## config.mk

```make
export PLATFORM = sky130hd
export DESIGN_NAME = hazard_ctrl_flat
export DESIGN_NICKNAME = d
export VERILOG_FILES = /design/src/rtl/hazard_pkg.sv /design/src/rtl/hazard_ctrl_if.sv /design/src/rtl/div_stall_fsm.sv /design/src/rtl/hazard_ctrl.sv /design/src/flat_wrapper.sv
export SDC_FILE = /design/constraint.sdc
export NUM_CORES = 1
export LEC_CHECK = 0
export CORE_UTILIZATION = 42
export CTS_BUF_LIST = sky130_fd_sc_hd__clkbuf_8
export DETAILED_ROUTE_END_ITERATION = 8
export PLACE_DENSITY = 0.8
export SKIP_CTS_REPAIR_TIMING = 1
export SLEW_MARGIN = 20
export SYNTH_ARGS = -nofsm -noshare
export SYNTH_HDL_FRONTEND = slang
export SYNTH_SLANG_ARGS = --single-unit
```

## constraint.sdc

```tcl
create_clock -name clk -period 1.97 [get_ports clk]
set_input_delay 0.2955 -clock clk [delete_from_list [all_inputs] [get_ports clk]]
set_output_delay 0.2955 -clock clk [all_outputs]
set_load 0.05 [all_outputs]
```

## src/rtl/hazard_pkg.sv

```systemverilog
// Shared encodings for the hazard/pipeline-control unit.
package hazard_pkg;
  localparam logic [1:0] FWD_RF = 2'b00;
  localparam logic [1:0] FWD_W  = 2'b01;
  localparam logic [1:0] FWD_M  = 2'b10;

  typedef enum logic {IDLE = 1'b0, BUSY = 1'b1} div_state_e;
endpackage

```

## src/rtl/hazard_ctrl_if.sv

```systemverilog
// Datapath <-> hazard unit signal bundle; master is the datapath side.
interface hazard_ctrl_if #(
  parameter int REG_AW = 5,
  parameter int CNT_W  = 32
) ();
  logic [REG_AW-1:0] rsD, rtD;
  logic              branchD;
  logic [REG_AW-1:0] rsE, rtE, writeRegE;
  logic              regWriteE, memToRegE, divStartE, divDoneE;
  logic [REG_AW-1:0] writeRegM;
  logic              regWriteM, memToRegM, excM;
  logic [REG_AW-1:0] writeRegW;
  logic              regWriteW;

  logic              stallF, stallD, stallE;
  logic              flushD, flushE, flushM;
  logic              forwardAD, forwardBD;
  logic [1:0]        forwardAE, forwardBE;
  logic              divAbort, divBusy;
  logic [CNT_W-1:0]  stallCount;

  modport master (
    output rsD, rtD, branchD, rsE, rtE, writeRegE, regWriteE, memToRegE,
           divStartE, divDoneE, writeRegM, regWriteM, memToRegM, excM,
           writeRegW, regWriteW,
    input  stallF, stallD, stallE, flushD, flushE, flushM, forwardAD,
           forwardBD, forwardAE, forwardBE, divAbort, divBusy, stallCount
  );

  modport slave (
    input  rsD, rtD, branchD, rsE, rtE, writeRegE, regWriteE, memToRegE,
           divStartE, divDoneE, writeRegM, regWriteM, memToRegM, excM,
           writeRegW, regWriteW,
    output stallF, stallD, stallE, flushD, flushE, flushM, forwardAD,
           forwardBD, forwardAE, forwardBE, divAbort, divBusy, stallCount
  );
endinterface

```

## src/rtl/div_stall_fsm.sv

```systemverilog
// Holds the pipeline while the multi-cycle mult/div unit is working.
//   state | meaning
//   IDLE  | no mult/div in flight; a start in E stalls and enters BUSY
//   BUSY  | mult/div in flight; stall until done pulse, exception aborts
module div_stall_fsm
  import hazard_pkg::*;
(
  input  logic clk,
  input  logic rst,
  input  logic i_start,
  input  logic i_done,
  input  logic i_exc,
  output logic o_div_stall,
  output logic o_div_abort,
  output logic o_busy
);
  div_state_e r_state;
  div_state_e w_next;

  always_ff @(posedge clk) begin
    if (rst) r_state <= IDLE;
    else     r_state <= w_next;
  end

  always_comb begin
    w_next      = r_state;
    o_div_stall = 1'b0;
    o_div_abort = 1'b0;
    case (r_state)
      IDLE: begin
        o_div_stall = i_start;
        o_div_abort = i_exc && i_start;
        if (i_start && !i_exc) w_next = BUSY;
      end
      BUSY: begin
        o_div_stall = !i_done;
        o_div_abort = i_exc;
        if (i_done || i_exc) w_next = IDLE;
      end
      default: w_next = IDLE;
    endcase
  end

  assign o_busy = (r_state == BUSY);
endmodule

```

## src/rtl/hazard_ctrl.sv

```systemverilog
// Forwarding, load-use/branch stalls, mult/div hold, exception flush and
// a saturating stall-cycle counter for the 5-stage pipeline.
module hazard_ctrl
  import hazard_pkg::*;
#(
  parameter int REG_AW = 5,
  parameter int CNT_W  = 32
) (
  input logic          clk,
  input logic          rst,
  hazard_ctrl_if.slave bus
);
  logic             w_lw_stall, w_br_stall;
  logic             w_div_stall, w_div_abort, w_div_busy;
  logic             w_stall_f, w_stall_d, w_stall_e;
  logic             w_flush_d, w_flush_e, w_flush_m;
  logic [CNT_W-1:0] r_stall_cnt;

  function automatic logic [1:0] fwd_e(input logic [REG_AW-1:0] src,
                                       input logic [REG_AW-1:0] wm,
                                       input logic              rwm,
                                       input logic [REG_AW-1:0] ww,
                                       input logic              rww);
    if (src != REG_AW'(0) && src == wm && rwm) return FWD_M;
    if (src != REG_AW'(0) && src == ww && rww) return FWD_W;
    return FWD_RF;
  endfunction

  assign bus.forwardAE = fwd_e(bus.rsE, bus.writeRegM, bus.regWriteM,
                               bus.writeRegW, bus.regWriteW);
  assign bus.forwardBE = fwd_e(bus.rtE, bus.writeRegM, bus.regWriteM,
                               bus.writeRegW, bus.regWriteW);
  assign bus.forwardAD = (bus.rsD != REG_AW'(0)) && (bus.rsD == bus.writeRegM)
                         && bus.regWriteM;
  assign bus.forwardBD = (bus.rtD != REG_AW'(0)) && (bus.rtD == bus.writeRegM)
                         && bus.regWriteM;

  assign w_lw_stall = bus.memToRegE && (bus.writeRegE != REG_AW'(0)) &&
                      ((bus.writeRegE == bus.rsD) || (bus.writeRegE == bus.rtD));

  assign w_br_stall = bus.branchD && (
      (bus.regWriteE && (bus.writeRegE != REG_AW'(0)) &&
       ((bus.writeRegE == bus.rsD) || (bus.writeRegE == bus.rtD))) ||
      (bus.memToRegM && (bus.writeRegM != REG_AW'(0)) &&
       ((bus.writeRegM == bus.rsD) || (bus.writeRegM == bus.rtD))));

  div_stall_fsm u_div_fsm (
    .clk         (clk),
    .rst         (rst),
    .i_start     (bus.divStartE),
    .i_done      (bus.divDoneE),
    .i_exc       (bus.excM),
    .o_div_stall (w_div_stall),
    .o_div_abort (w_div_abort),
    .o_busy      (w_div_busy)
  );

  // Reset behaves like a full flush so no stale instruction survives it.
  always_comb begin
    w_stall_f = 1'b0;
    w_stall_d = 1'b0;
    w_stall_e = 1'b0;
    w_flush_d = 1'b0;
    w_flush_e = 1'b0;
    w_flush_m = 1'b0;
    if (rst || bus.excM) begin
      w_flush_d = 1'b1;
      w_flush_e = 1'b1;
      w_flush_m = 1'b1;
    end else if (w_div_stall) begin
      w_stall_f = 1'b1;
      w_stall_d = 1'b1;
      w_stall_e = 1'b1;
      w_flush_m = 1'b1;
    end else if (w_lw_stall || w_br_stall) begin
      w_stall_f = 1'b1;
      w_stall_d = 1'b1;
      w_flush_e = 1'b1;
    end
  end

  always_ff @(posedge clk) begin
    if (rst)
      r_stall_cnt <= '0;
    else if (w_stall_f && (r_stall_cnt != {CNT_W{1'b1}}))
      r_stall_cnt <= r_stall_cnt + CNT_W'(1);
  end

  assign bus.stallF     = w_stall_f;
  assign bus.stallD     = w_stall_d;
  assign bus.stallE     = w_stall_e;
  assign bus.flushD     = w_flush_d;
  assign bus.flushE     = w_flush_e;
  assign bus.flushM     = w_flush_m;
  assign bus.divAbort   = w_div_abort && !rst;
  assign bus.divBusy    = w_div_busy;
  assign bus.stallCount = r_stall_cnt;
endmodule

```

## src/flat_wrapper.sv

```systemverilog
// flat-port wrapper written by rule: the top's interface ports become plain ports
module hazard_ctrl_flat import hazard_pkg::*;
#(
  parameter int REG_AW = 5,
  parameter int CNT_W  = 32
)
  (clk, rst, bus_rsD, bus_rtD, bus_branchD, bus_rsE, bus_rtE, bus_writeRegE, bus_regWriteE, bus_memToRegE, bus_divStartE, bus_divDoneE, bus_writeRegM, bus_regWriteM, bus_memToRegM, bus_excM, bus_writeRegW, bus_regWriteW, bus_stallF, bus_stallD, bus_stallE, bus_flushD, bus_flushE, bus_flushM, bus_forwardAD, bus_forwardBD, bus_forwardAE, bus_forwardBE, bus_divAbort, bus_divBusy, bus_stallCount);
  hazard_ctrl_if #(.REG_AW(REG_AW), .CNT_W(CNT_W)) bus_i ();
  input logic clk;
  input logic rst;
  input wire logic [$bits(bus_i.rsD)-1:0] bus_rsD;
  input wire logic [$bits(bus_i.rtD)-1:0] bus_rtD;
  input wire logic [$bits(bus_i.branchD)-1:0] bus_branchD;
  input wire logic [$bits(bus_i.rsE)-1:0] bus_rsE;
  input wire logic [$bits(bus_i.rtE)-1:0] bus_rtE;
  input wire logic [$bits(bus_i.writeRegE)-1:0] bus_writeRegE;
  input wire logic [$bits(bus_i.regWriteE)-1:0] bus_regWriteE;
  input wire logic [$bits(bus_i.memToRegE)-1:0] bus_memToRegE;
  input wire logic [$bits(bus_i.divStartE)-1:0] bus_divStartE;
  input wire logic [$bits(bus_i.divDoneE)-1:0] bus_divDoneE;
  input wire logic [$bits(bus_i.writeRegM)-1:0] bus_writeRegM;
  input wire logic [$bits(bus_i.regWriteM)-1:0] bus_regWriteM;
  input wire logic [$bits(bus_i.memToRegM)-1:0] bus_memToRegM;
  input wire logic [$bits(bus_i.excM)-1:0] bus_excM;
  input wire logic [$bits(bus_i.writeRegW)-1:0] bus_writeRegW;
  input wire logic [$bits(bus_i.regWriteW)-1:0] bus_regWriteW;
  output wire logic [$bits(bus_i.stallF)-1:0] bus_stallF;
  output wire logic [$bits(bus_i.stallD)-1:0] bus_stallD;
  output wire logic [$bits(bus_i.stallE)-1:0] bus_stallE;
  output wire logic [$bits(bus_i.flushD)-1:0] bus_flushD;
  output wire logic [$bits(bus_i.flushE)-1:0] bus_flushE;
  output wire logic [$bits(bus_i.flushM)-1:0] bus_flushM;
  output wire logic [$bits(bus_i.forwardAD)-1:0] bus_forwardAD;
  output wire logic [$bits(bus_i.forwardBD)-1:0] bus_forwardBD;
  output wire logic [$bits(bus_i.forwardAE)-1:0] bus_forwardAE;
  output wire logic [$bits(bus_i.forwardBE)-1:0] bus_forwardBE;
  output wire logic [$bits(bus_i.divAbort)-1:0] bus_divAbort;
  output wire logic [$bits(bus_i.divBusy)-1:0] bus_divBusy;
  output wire logic [$bits(bus_i.stallCount)-1:0] bus_stallCount;
  assign bus_i.rsD = bus_rsD;
  assign bus_i.rtD = bus_rtD;
  assign bus_i.branchD = bus_branchD;
  assign bus_i.rsE = bus_rsE;
  assign bus_i.rtE = bus_rtE;
  assign bus_i.writeRegE = bus_writeRegE;
  assign bus_i.regWriteE = bus_regWriteE;
  assign bus_i.memToRegE = bus_memToRegE;
  assign bus_i.divStartE = bus_divStartE;
  assign bus_i.divDoneE = bus_divDoneE;
  assign bus_i.writeRegM = bus_writeRegM;
  assign bus_i.regWriteM = bus_regWriteM;
  assign bus_i.memToRegM = bus_memToRegM;
  assign bus_i.excM = bus_excM;
  assign bus_i.writeRegW = bus_writeRegW;
  assign bus_i.regWriteW = bus_regWriteW;
  assign bus_stallF = bus_i.stallF;
  assign bus_stallD = bus_i.stallD;
  assign bus_stallE = bus_i.stallE;
  assign bus_flushD = bus_i.flushD;
  assign bus_flushE = bus_i.flushE;
  assign bus_flushM = bus_i.flushM;
  assign bus_forwardAD = bus_i.forwardAD;
  assign bus_forwardBD = bus_i.forwardBD;
  assign bus_forwardAE = bus_i.forwardAE;
  assign bus_forwardBE = bus_i.forwardBE;
  assign bus_divAbort = bus_i.divAbort;
  assign bus_divBusy = bus_i.divBusy;
  assign bus_stallCount = bus_i.stallCount;
  hazard_ctrl #(.REG_AW(REG_AW), .CNT_W(CNT_W)) u_core (.clk(clk), .rst(rst), .bus(bus_i));
endmodule
```

Word-level counts from Yosys, hierarchy flattened:

Cells that the tools add are included.

* add/subtract/negate cells: 1
* equal/unequal tests: 11
* multiplexer cells: 28
* bitwise logic cells: 1
* reduce and logical (&&, ||, !) cells: 38

Operators by type and width (count)
* == test 5 bit: 10
* adder 32 x 1 -> 32 bit, second input constant: 1
* != test 32 bit, second input constant: 1
* nonzero test 5 bit: 6
* logical AND 1 bit: 23
* two-way mux 1 bit: 17
* two-way mux 2 bit: 8
* logical OR 1 bit: 6
* case mux 1 bit (2 select lines): 3
* zero test 1 bit: 3
* inverter 1 bit: 1

* flip-flop bits (word level): 33
* bits of input ports: 46
* output and inout bits: 46

Logic depth before layout (Yosys ltp):

Gate-level depths: netlist (run 1).

* depth after elaboration: 10
* gate-level depth with buffers: 10

By module:

Synthesis (run 1) repeated with hierarchy kept, for this count alone.

* cell total of the unflattened synthesis: 292
* area, all modules: 2403.6 um2

By module, submodules not included
* hazard_ctrl: instances 1, cells an instance 287, area an instance 2348.5 um2, seq. area each 640.6 um2
* div_stall_fsm: instances 1, cells an instance 5, area an instance 55.1 um2, seq. area each 20.0 um2

Least setup slack after synthesis (run 1):

Ideal clock, no wire load.

* kind: input to output
* from: input port bus_writeRegM[4]
* to: output port bus_forwardAE[0]
* arrival: 2.987 ns
* path slack: -1.313 ns
* stages on the path: 5
* buffers on the path: 1
* path through: clkbuf_1 > xnor2_1 > nand4_1 > nor4_1 > nor4_1

* word-level cells in the longest chain between the ends: 5

Ends and longest elaborated chain
* start, declared: line flat_wrapper.sv:21 `input wire logic [$bits(bus_i.writeRegM)-1:0] bus_writeRegM;`
* == test 5 bit: line hazard_ctrl.sv:24 `if (src != REG_AW'(0) && src == wm && rwm) return FWD_M;`
* logical AND 1 bit (2 in a row): line hazard_ctrl.sv:24
* two-way mux 1 bit: line hazard_ctrl.sv:24
* two-way mux 2 bit: line hazard_ctrl.sv:25 `if (src != REG_AW'(0) && src == ww && rww) return FWD_W;`
* end, declared: line flat_wrapper.sv:35 `output wire logic [$bits(bus_i.forwardAE)-1:0] bus_forwardAE;`

No other way between the ends.

Final worst setup path (run 1):

* from: input port bus_rsD[2]
* to: register u_core.r_stall_cnt[10], in the netlist u_core.bus.stallCount[10]

* word-level cells in the longest chain between the ends: 10

Ends and longest elaborated chain
* start, declared: line flat_wrapper.sv:11 `input wire logic [$bits(bus_i.rsD)-1:0] bus_rsD;`
* == test 5 bit (on tied branches): line hazard_ctrl.sv:39, hazard_ctrl.sv:43, hazard_ctrl.sv:45
* logical OR 1 bit (on tied branches): line hazard_ctrl.sv:39, hazard_ctrl.sv:43, hazard_ctrl.sv:45
* logical AND 1 bit (on tied branches): line hazard_ctrl.sv:42, hazard_ctrl.sv:44
* logical OR 1 bit: line hazard_ctrl.sv:43 `((bus.writeRegE == bus.rsD) || (bus.writeRegE == bus.rtD))) ||`
* logical AND 1 bit: line hazard_ctrl.sv:41 `assign w_br_stall = bus.branchD && (`
* logical OR 1 bit (*): line hazard_ctrl.sv:75 `end else if (w_lw_stall || w_br_stall) begin`
* two-way mux 1 bit (*): line hazard_ctrl.sv:75
* two-way mux 1 bit (*): line hazard_ctrl.sv:70 `end else if (w_div_stall) begin`
* two-way mux 1 bit (*): line hazard_ctrl.sv:66 `if (rst || bus.excM) begin`
* logical AND 1 bit (*): line hazard_ctrl.sv:85 `else if (w_stall_f && (r_stall_cnt != {CNT_W{1'b1}}))`
* end signal, assigned: line hazard_ctrl.sv:86 `r_stall_cnt <= r_stall_cnt + CNT_W'(1);`
* end, declared: line hazard_ctrl.sv:17 `logic [CNT_W-1:0] r_stall_cnt;`

Mark *: on every way between the ends. The rest lies on a longest branch, timed or not.
A chain may end at the register's enable or synchronous reset.

==> out/qor.tcl, run 1 <==
set qor(slew_at_the_pin_with_the_worst_max_slew_slack_ns) 0.5221
set qor(maxClockFrequency_ghz) 0.4502
set qor(route.detailed.drc) 0
set qor(final_max_slew_viol_count) 0
set qor(crit_path_largest_cell_delay_ns) 0.53
set qor(cell_pwr_density_nw_per_um2) 404.9
set qor(netlist_top_cells_count) {sky130_fd_sc_hd__dfxtp_1, sky130_fd_sc_hd__a21oi_1, sky130_fd_sc_hd__xnor2_1}
set qor(drv.max_cap_violation_count) 0
set qor(fin_crit_sh) 1.128
set qor(initial_antenna_violation_count) 0
set qor(clkPwrFrac) 0.350
set qor(area_growth_syn_to_layout_pct) 100.8
set qor(failed_checks) {negative setup slack}
set qor(critical_path.max_fanout) 10
set qor(dominant_combinational_cell_family_by_area_after_synthesis) {simple AND/OR/NAND/NOR gates}
set qor(worst_slack_ns) -0.2513
set qor(timing.critical_path.slowest_stage_cell) {sky130_fd_sc_hd__or4_4}
set qor(placement_rows) 27
set qor(grt_usage) 0.2785
set qor(nets) 524
set qor(ioPinCount) 92
set qor(vias) 3521
set qor(synth-edff-count) 0
set qor(die_x_um) 78.47
set qor(power.switching_mw) 0.6338
set qor(port_buffers) 91
set qor(crit_family) {simple AND/OR/NAND/NOR gates}
set qor(fin_skew_ns) 0.008510
set qor(total_leakage_power_nw) 1.927
set qor(remaining_overflow_grt) 0
set qor(headroom_to_the_max_slew_limit) 0.6508
set qor(antennaDiodeCount) 0
set qor(layout-drive-gt1-share) 0.5105
set qor(switching_share) 0.3173
set qor(hold_viol_final) 0
set qor(worst_setup_hold_path_clk_slew_ns) 0.08
set qor(fillerInstances) 243
set qor(cts_max_path_buffers) 2
set qor(vdd_ir_drop_max_mv) 0.4342
set qor(drtPass1Iterations) 5
set qor(multi_input_area_um2) 2102
set qor(status) {complete, but fails checks}
set qor(yosys.area_share.xor_xnor) 0.1426
set qor(tritoncts_clock_tree) {done}
set qor(cp_num_buf_inv) 4
set qor(synth_top_cell_area_share) 0.2690
set qor(clock_latency_ns) 0.30
set qor(final_period_minus_worst_setup_slack_ns) 2.221
set qor(route.antenna.remaining_nets) 0
set qor(synth.yosys.warnings) 0
set qor(comb_power_share) 0.327
set qor(routabilityCongestion) 0.9527
set qor(finalNonFillerCells) 550
set qor(maximum_number_of_pins_on_one_net_before_global_route_repair) 43
set qor(timing.setup.critical_path_class) {in -> reg}
set qor(routed_wire_length_per_instance_um) 22.56
set qor(sequentialPowerShare) 0.324
set qor(sequential_cell_area_um2) 748.2
set qor(post_synth_and_or_nand_nor_area_fraction) 0.3434
set qor(ys_types) 46
set qor(number_of_global_route_vias_before_repair) 3082
set qor(critical_path_capture_point_type) {flop}
set qor(netlist.top_cell.by_area) {sky130_fd_sc_hd__dfxtp_1}
set qor(post_synth_mux_area_share) 0.01375
set qor(leading_cell_type_by_number_of_instances_after_synthesis) {sky130_fd_sc_hd__dfxtp_1}
set qor(min_path_type) {reg -> reg}
set qor(layout.core_utilization) 0.8848
set qor(synth_ff_type) {sky130_fd_sc_hd__dfxtp_1}
set qor(rsz0062_at_grt) {true}
set qor(numCtsBuffers) 5
set qor(clock_sink_count) 33
set qor(worst-endpoint-required_ns) 2.18
set qor(wirelength_um) 12410
set qor(finalSetupViolCount) 39
set qor(synth_seq_area_share) 0.2690
set qor(mappedNetlistArea_um2) 2456
set qor(mappedNetlistNets) 352
set qor(synth_fa_ha_area_frac) 0.005094
set qor(initial_core_util) 0.4406
set qor(yosys-top-cells-area) {sky130_fd_sc_hd__dfxtp_1, sky130_fd_sc_hd__xnor2_1, sky130_fd_sc_hd__or4_1}
set qor(synth_area_per_cell_um2) 8.053
set qor(synth_compound_gate_area_share) 0.1645
set qor(die_h_um) 78.47
set qor(clock_tree.htree_level_count) 2
set qor(route.detailed.vias_per_inst) 6.402
set qor(worst_ep_arrival_time_ns) 2.43
set qor(hpwlAfterDp_um) 6600
set qor(async_reset_ff_frac) 0
set qor(worstSetupStartpointType) {input pin}
set qor(place_inst) 527
set qor(netlist_instances) 305
set qor(fp.dieArea_um2) 6158
set qor(drt-initial-drc-count) 286
set qor(number_of_register_bits_inferred_by_synthesis) 33
set qor(grt_pass1_wl_um) 13700
set qor(worstPathCellList) {dlymetal6s2s_1 -> buf_4 -> xor2_1 -> nor3_2 -> nand3_1 -> a21oi_2 -> nor3_4 -> buf_6 -> clkbuf_16 -> or4_4 -> a21oi_1}
set qor(core_area_um2) 5574
set qor(p_int_mw) 1.363
set qor(root_buffer) {sky130_fd_sc_hd__clkbuf_8}
==> worst reg2reg max path, cell delays in order, from the launching register on <==
cell	delay, ns
sky130_fd_sc_hd__dfxtp_4	0.36
sky130_fd_sc_hd__and4_4	0.23
sky130_fd_sc_hd__nand4_1	0.18
sky130_fd_sc_hd__buf_4	0.21
sky130_fd_sc_hd__nor4_4	0.25
sky130_fd_sc_hd__buf_4	0.21
sky130_fd_sc_hd__nand2_1	0.10
sky130_fd_sc_hd__nor3_2	0.20
sky130_fd_sc_hd__mux2_4	0.32
==> cells by family (layout without fill, tap and decap cells) <==
logic type      Yosys count  in the layout
flops                    33             33
xor+xnor                 40             40
buf+inv                  25            198
compound gates           65             65
mux                       3              3
fa+ha+maj                 1              1
simple gates            138            138
==> placed cells by master, fill, tap and decap left out, types with 5 or more instances in the layout <==
master / count
sky130_fd_sc_hd__a21oi_1: 11
sky130_fd_sc_hd__a21oi_2: 18
sky130_fd_sc_hd__buf_12: 11
sky130_fd_sc_hd__buf_4: 79
sky130_fd_sc_hd__buf_6: 18
sky130_fd_sc_hd__clkbuf_2: 7
sky130_fd_sc_hd__clkbuf_8: 6
sky130_fd_sc_hd__clkdlybuf4s50_1: 47
sky130_fd_sc_hd__dfxtp_1: 5
sky130_fd_sc_hd__dfxtp_2: 7
sky130_fd_sc_hd__dfxtp_4: 21
sky130_fd_sc_hd__dlymetal6s2s_1: 18
sky130_fd_sc_hd__nand2_1: 15
sky130_fd_sc_hd__nand3_1: 15
sky130_fd_sc_hd__nand4_1: 14
sky130_fd_sc_hd__nor2_1: 12
sky130_fd_sc_hd__nor4_4: 5
sky130_fd_sc_hd__o21ai_0: 11
sky130_fd_sc_hd__o31ai_1: 11
sky130_fd_sc_hd__or3_1: 7
sky130_fd_sc_hd__or4_4: 17
sky130_fd_sc_hd__xnor2_1: 22
sky130_fd_sc_hd__xor2_1: 15
==> layout make-up <==
cell class                      count  area share
Clock inverter                      2    0.006849
Sequential cell                    33      0.1517
Multi-Input combinational cell    247      0.4262
Tap cell                           72     0.01826
Clock buffer                        6     0.01674
Timing Repair Buffer              187      0.3780
Inverter                            3    0.002283
==> path summary, 6_finish.rpt <==
path,from,slack [ns],cells after the start,to
worst min-delay path,u_core.bus.stallCount[22]$_SDFFE_PP0P_,0.50,2,u_core.bus.stallCount[22]$_SDFFE_PP0P_
worst max register to register,u_core.bus.stallCount[15]$_SDFFE_PP0P_,-0.19,8,u_core.bus.stallCount[24]$_SDFFE_PP0P_
worst max-delay path,bus_rsD[2],-0.25,11,u_core.bus.stallCount[10]$_SDFFE_PP0P_
worst min register to register,u_core.bus.stallCount[22]$_SDFFE_PP0P_,0.50,2,u_core.bus.stallCount[22]$_SDFFE_PP0P_
==> power by group through the flow <==
stage	Combinational (mW)	Sequential (mW)	Clock [mW]
floorplan	0.253	0.670	0
global placement	0.490	0.661	0
detailed placement	0.507	0.661	0
CTS	0.509	0.646	0.669
global route	0.672	0.646	0.712
finish	0.652	0.646	0.698
==> layer usage <==
layer  wire (um)  track usage  up-vias  share of wire
met1        4481       0.3079     1650           0.36
li1            -            -     1488              -
met5           0            0        -              0
met3        1009      0.04070       92          0.081
met4         751       0.1167        0          0.061
met2        6167       0.5246      291           0.50
==> state kept, by name, indices dropped and copies added (netlist names) <==
| signal | flops |
|---|---|
| u_core.bus.stallCount | 32 |
| u_core.u_div_fsm.o_busy | 1 |
==> metrics by stage <==
stage | hold slack [ns] | total power [mW] | cell area, um^2 | TNS (ns) | worst slack, ns
after floorplan | 0.5198 | 0.9238 | 2758 | -0.8877 | -0.2255
after global placement | 0.4709 | 1.152 | 4280 | -19.32 | -0.5979
after detailed placement | 0.4829 | 1.168 | 4280 | -23.78 | -0.7592
after CTS | 0.4943 | 1.824 | 4397 | -14.85 | -0.6308
after global routing | 0.5028 | 2.030 | 4932 | -6.756 | -0.2696
final | 0.4978 | 1.997 | 4932 | -4.629 | -0.2513
(Power assumes the default switching activity.)
==> inputs of run 2 (changes only) <==
--- a/config.mk
+++ b/config.mk
@@ -10,7 +10,6 @@
 export DETAILED_ROUTE_END_ITERATION = 8
 export PLACE_DENSITY = 0.8
 export SKIP_CTS_REPAIR_TIMING = 1
-export SLEW_MARGIN = 20
 export SYNTH_ARGS = -nofsm -noshare
 export SYNTH_HDL_FRONTEND = slang
 export SYNTH_SLANG_ARGS = --single-unit
==> results of run 2 <==
No change in the layout: final DEF, timing and power equal those of run 1.
==> inputs of run 3 (changes only) <==
--- a/config.mk
+++ b/config.mk
@@ -8,6 +8,7 @@
 export CORE_UTILIZATION = 42
 export CTS_BUF_LIST = sky130_fd_sc_hd__clkbuf_8
 export DETAILED_ROUTE_END_ITERATION = 8
+export MAX_ROUTING_LAYER = met4
 export PLACE_DENSITY = 0.8
 export SKIP_CTS_REPAIR_TIMING = 1
 export SYNTH_ARGS = -nofsm -noshare
==> out/qor.tcl, run 3 (synthesis results as in run 1) <==
set qor(die_x_um) 78.47
set qor(initial_antenna_violation_count) 0
set qor(whs_path_depth) 2
set qor(fin_skew_ns) 0.009290
set qor(root_buffer) {sky130_fd_sc_hd__clkbuf_8}
set qor(finalSetupViolCount) 35
set qor(grt_usage) 0.2857
set qor(drv.max_cap_violation_count) 0
set qor(worstHoldEndpoint) {u_core.bus.stallCount[22]$_SDFFE_PP0P_}
set qor(port_buffers) 91
set qor(fin_hold_ws_ns) 0.4942
set qor(layout-drive-gt1-share) 0.5126
set qor(placement_rows) 27
set qor(fp.dieArea_um2) 6158
set qor(place_inst) 527
set qor(drtPass1Iterations) 5
set qor(remaining_overflow_grt) 0
set qor(nets) 524
set qor(min_path_type) {reg -> reg}
set qor(final_cell_mix) {sky130_fd_sc_hd__buf_4, sky130_fd_sc_hd__clkdlybuf4s50_1, sky130_fd_sc_hd__xnor2_1}
set qor(routed_wire_length_per_instance_um) 20.32
set qor(clock_sink_count) 33
set qor(drt-initial-drc-count) 232
set qor(number_of_global_route_vias_before_repair) 3082
set qor(clock_latency_ns) 0.29
set qor(vias) 3368
set qor(rrSetupSlack_ns) -0.07
set qor(antennaDiodeCount) 0
set qor(critical_path_capture_point_type) {flop}
set qor(r2r_cells) 9
set qor(numCtsBuffers) 5
set qor(rsz0062_at_grt) {true}
set qor(critical_path.max_fanout) 10
set qor(hold_viol_final) 0
set qor(worst-endpoint-required_ns) 2.18
set qor(largest_reg_flops) 32
set qor(fillerInstances) 232
set qor(clock_tree.htree_level_count) 2
set qor(layout.cells.most_common) {sky130_fd_sc_hd__buf_4}
set qor(final_period_minus_worst_setup_slack_ns) 2.152
set qor(core_area_um2) 5574
set qor(grt_pass1_wl_um) 13680
set qor(fin_crit_sh) 1.092
set qor(routabilityCongestion) 0.9701
set qor(cts_max_path_buffers) 2
set qor(worstPathCellList) {dlymetal6s2s_1 -> xor2_1 -> nor3_1 -> nand3_1 -> a21oi_2 -> nor3_4 -> buf_6 -> clkbuf_16 -> or4_4 -> a21oi_1}
set qor(tritoncts_clock_tree) {done}
set qor(post_dp_cell_area_um2) 4280
set qor(worst_slack_ns) -0.1819
set qor(maxClockFrequency_ghz) 0.4647
set qor(design_area_um2) 4937
set qor(vdd_ir_drop_max_mv) 0.3843
set qor(worst_ep_arrival_time_ns) 2.37
set qor(hpwlAfterDp_um) 6600
set qor(area_growth_syn_to_layout_pct) 101.0
set qor(ioPinCount) 92
set qor(wirelength_um) 11180
set qor(crit_family) {simple AND/OR/NAND/NOR gates}
set qor(finalNonFillerCells) 550
set qor(route.detailed.drc) 0
set qor(die_h_um) 78.47
set qor(reg2reg_to) {u_core.bus.stallCount[11]$_SDFFE_PP0P_}
set qor(maximum_number_of_pins_on_one_net_before_global_route_repair) 43
set qor(route.detailed.vias_per_inst) 6.124
set qor(timing.critical_path.slowest_stage_cell) {sky130_fd_sc_hd__or4_4}
set qor(r2r_start) {u_core.bus.stallCount[16]$_SDFFE_PP0P_}
set qor(worst_setup_hold_path_clk_slew_ns) 0.08
set qor(timing.setup.critical_path_class) {in -> reg}
set qor(worstSetupStartpointType) {input pin}
set qor(failed_checks) {negative setup slack}
set qor(route.antenna.remaining_nets) 0
set qor(initial_core_util) 0.4406
set qor(total_power_consumption_mw) 1.959
set qor(total_leakage_power_nw) 1.930
set qor(crit_path_largest_cell_delay_ns) 0.51
set qor(cp_num_buf_inv) 3
set qor(slew_at_the_pin_with_the_worst_max_slew_slack_ns) 0.5221
set qor(headroom_to_the_max_slew_limit) 0.6508
set qor(cell_pwr_density_nw_per_um2) 396.8
set qor(crit_path_start) {bus_writeRegM[0]}
set qor(min_from) {u_core.bus.stallCount[22]$_SDFFE_PP0P_}
set qor(final_max_slew_viol_count) 0
set qor(setup_total_neg_slack_ns) -4.179
set qor(status) {complete, but fails checks}
run 3: changes by cell type in the layout (fill, tap and decap cells not counted):
cell,previous run,this run
sky130_fd_sc_hd__or3_4,2,3
sky130_fd_sc_hd__or3_1,7,6
run 3: power by group:
part	switching [mW]	internal [mW]
logic	0.327	0.315
registers	0.00474	0.642
clock network	0.264	0.407
run 3: worst min-delay path, stage by stage, from the launching register on:
cell and delay [ns]:
sky130_fd_sc_hd__dfxtp_2 0.35, sky130_fd_sc_hd__o41ai_2 0.06, sky130_fd_sc_hd__a21oi_2 0.05
run 3: how the worst max path moves through the flow:
stage | cells after the start | end | slack [ns]
2_1_floorplan | 4 | bus_forwardAE[0] | -0.23
3_3_place_gp | 9 | u_core.bus.stallCount[11]$_SDFFE_PP0P_ | -0.60
3_5_place_dp | 9 | u_core.bus.stallCount[11]$_SDFFE_PP0P_ | -0.76
4_1_cts | 9 | bus_stallF | -0.63
5_1_grt | 10 | u_core.bus.stallCount[4]$_SDFFE_PP0P_ | -0.28
6_report | 10 | u_core.bus.stallCount[10]$_SDFFE_PP0P_ | -0.18
run 3: metrics by stage:
step           utilization  setup slack (ns)
3_3_place_gp        0.7679           -0.5979
3_5_place_dp        0.7679           -0.7592
2_1_floorplan            -           -0.2255
4_1_cts             0.7888           -0.6308
6_report            0.8857           -0.1819
5_1_grt             0.8857           -0.2804
run 3: metal layers:
layer  up-vias  part of all wire  GRT usage
met1      1613              0.37     0.3114
met5         -                 0          -
met2       216              0.52     0.5219
li1       1488                 -          -
met3        51             0.068    0.03605
met4         0             0.038     0.1167
run 3: area by class of cell:
class | instances | area (um^2) | share of cell area
multi-input combinational | 247 | 2107 | 0.4268
timing repair buffer | 187 | 1864 | 0.3776
sequential | 33 | 748.2 | 0.1515
tap | 72 | 90.09 | 0.01825
clock buffer | 6 | 82.58 | 0.01673
clock inverter | 2 | 33.78 | 0.006842
inverter | 3 | 11.26 | 0.002281
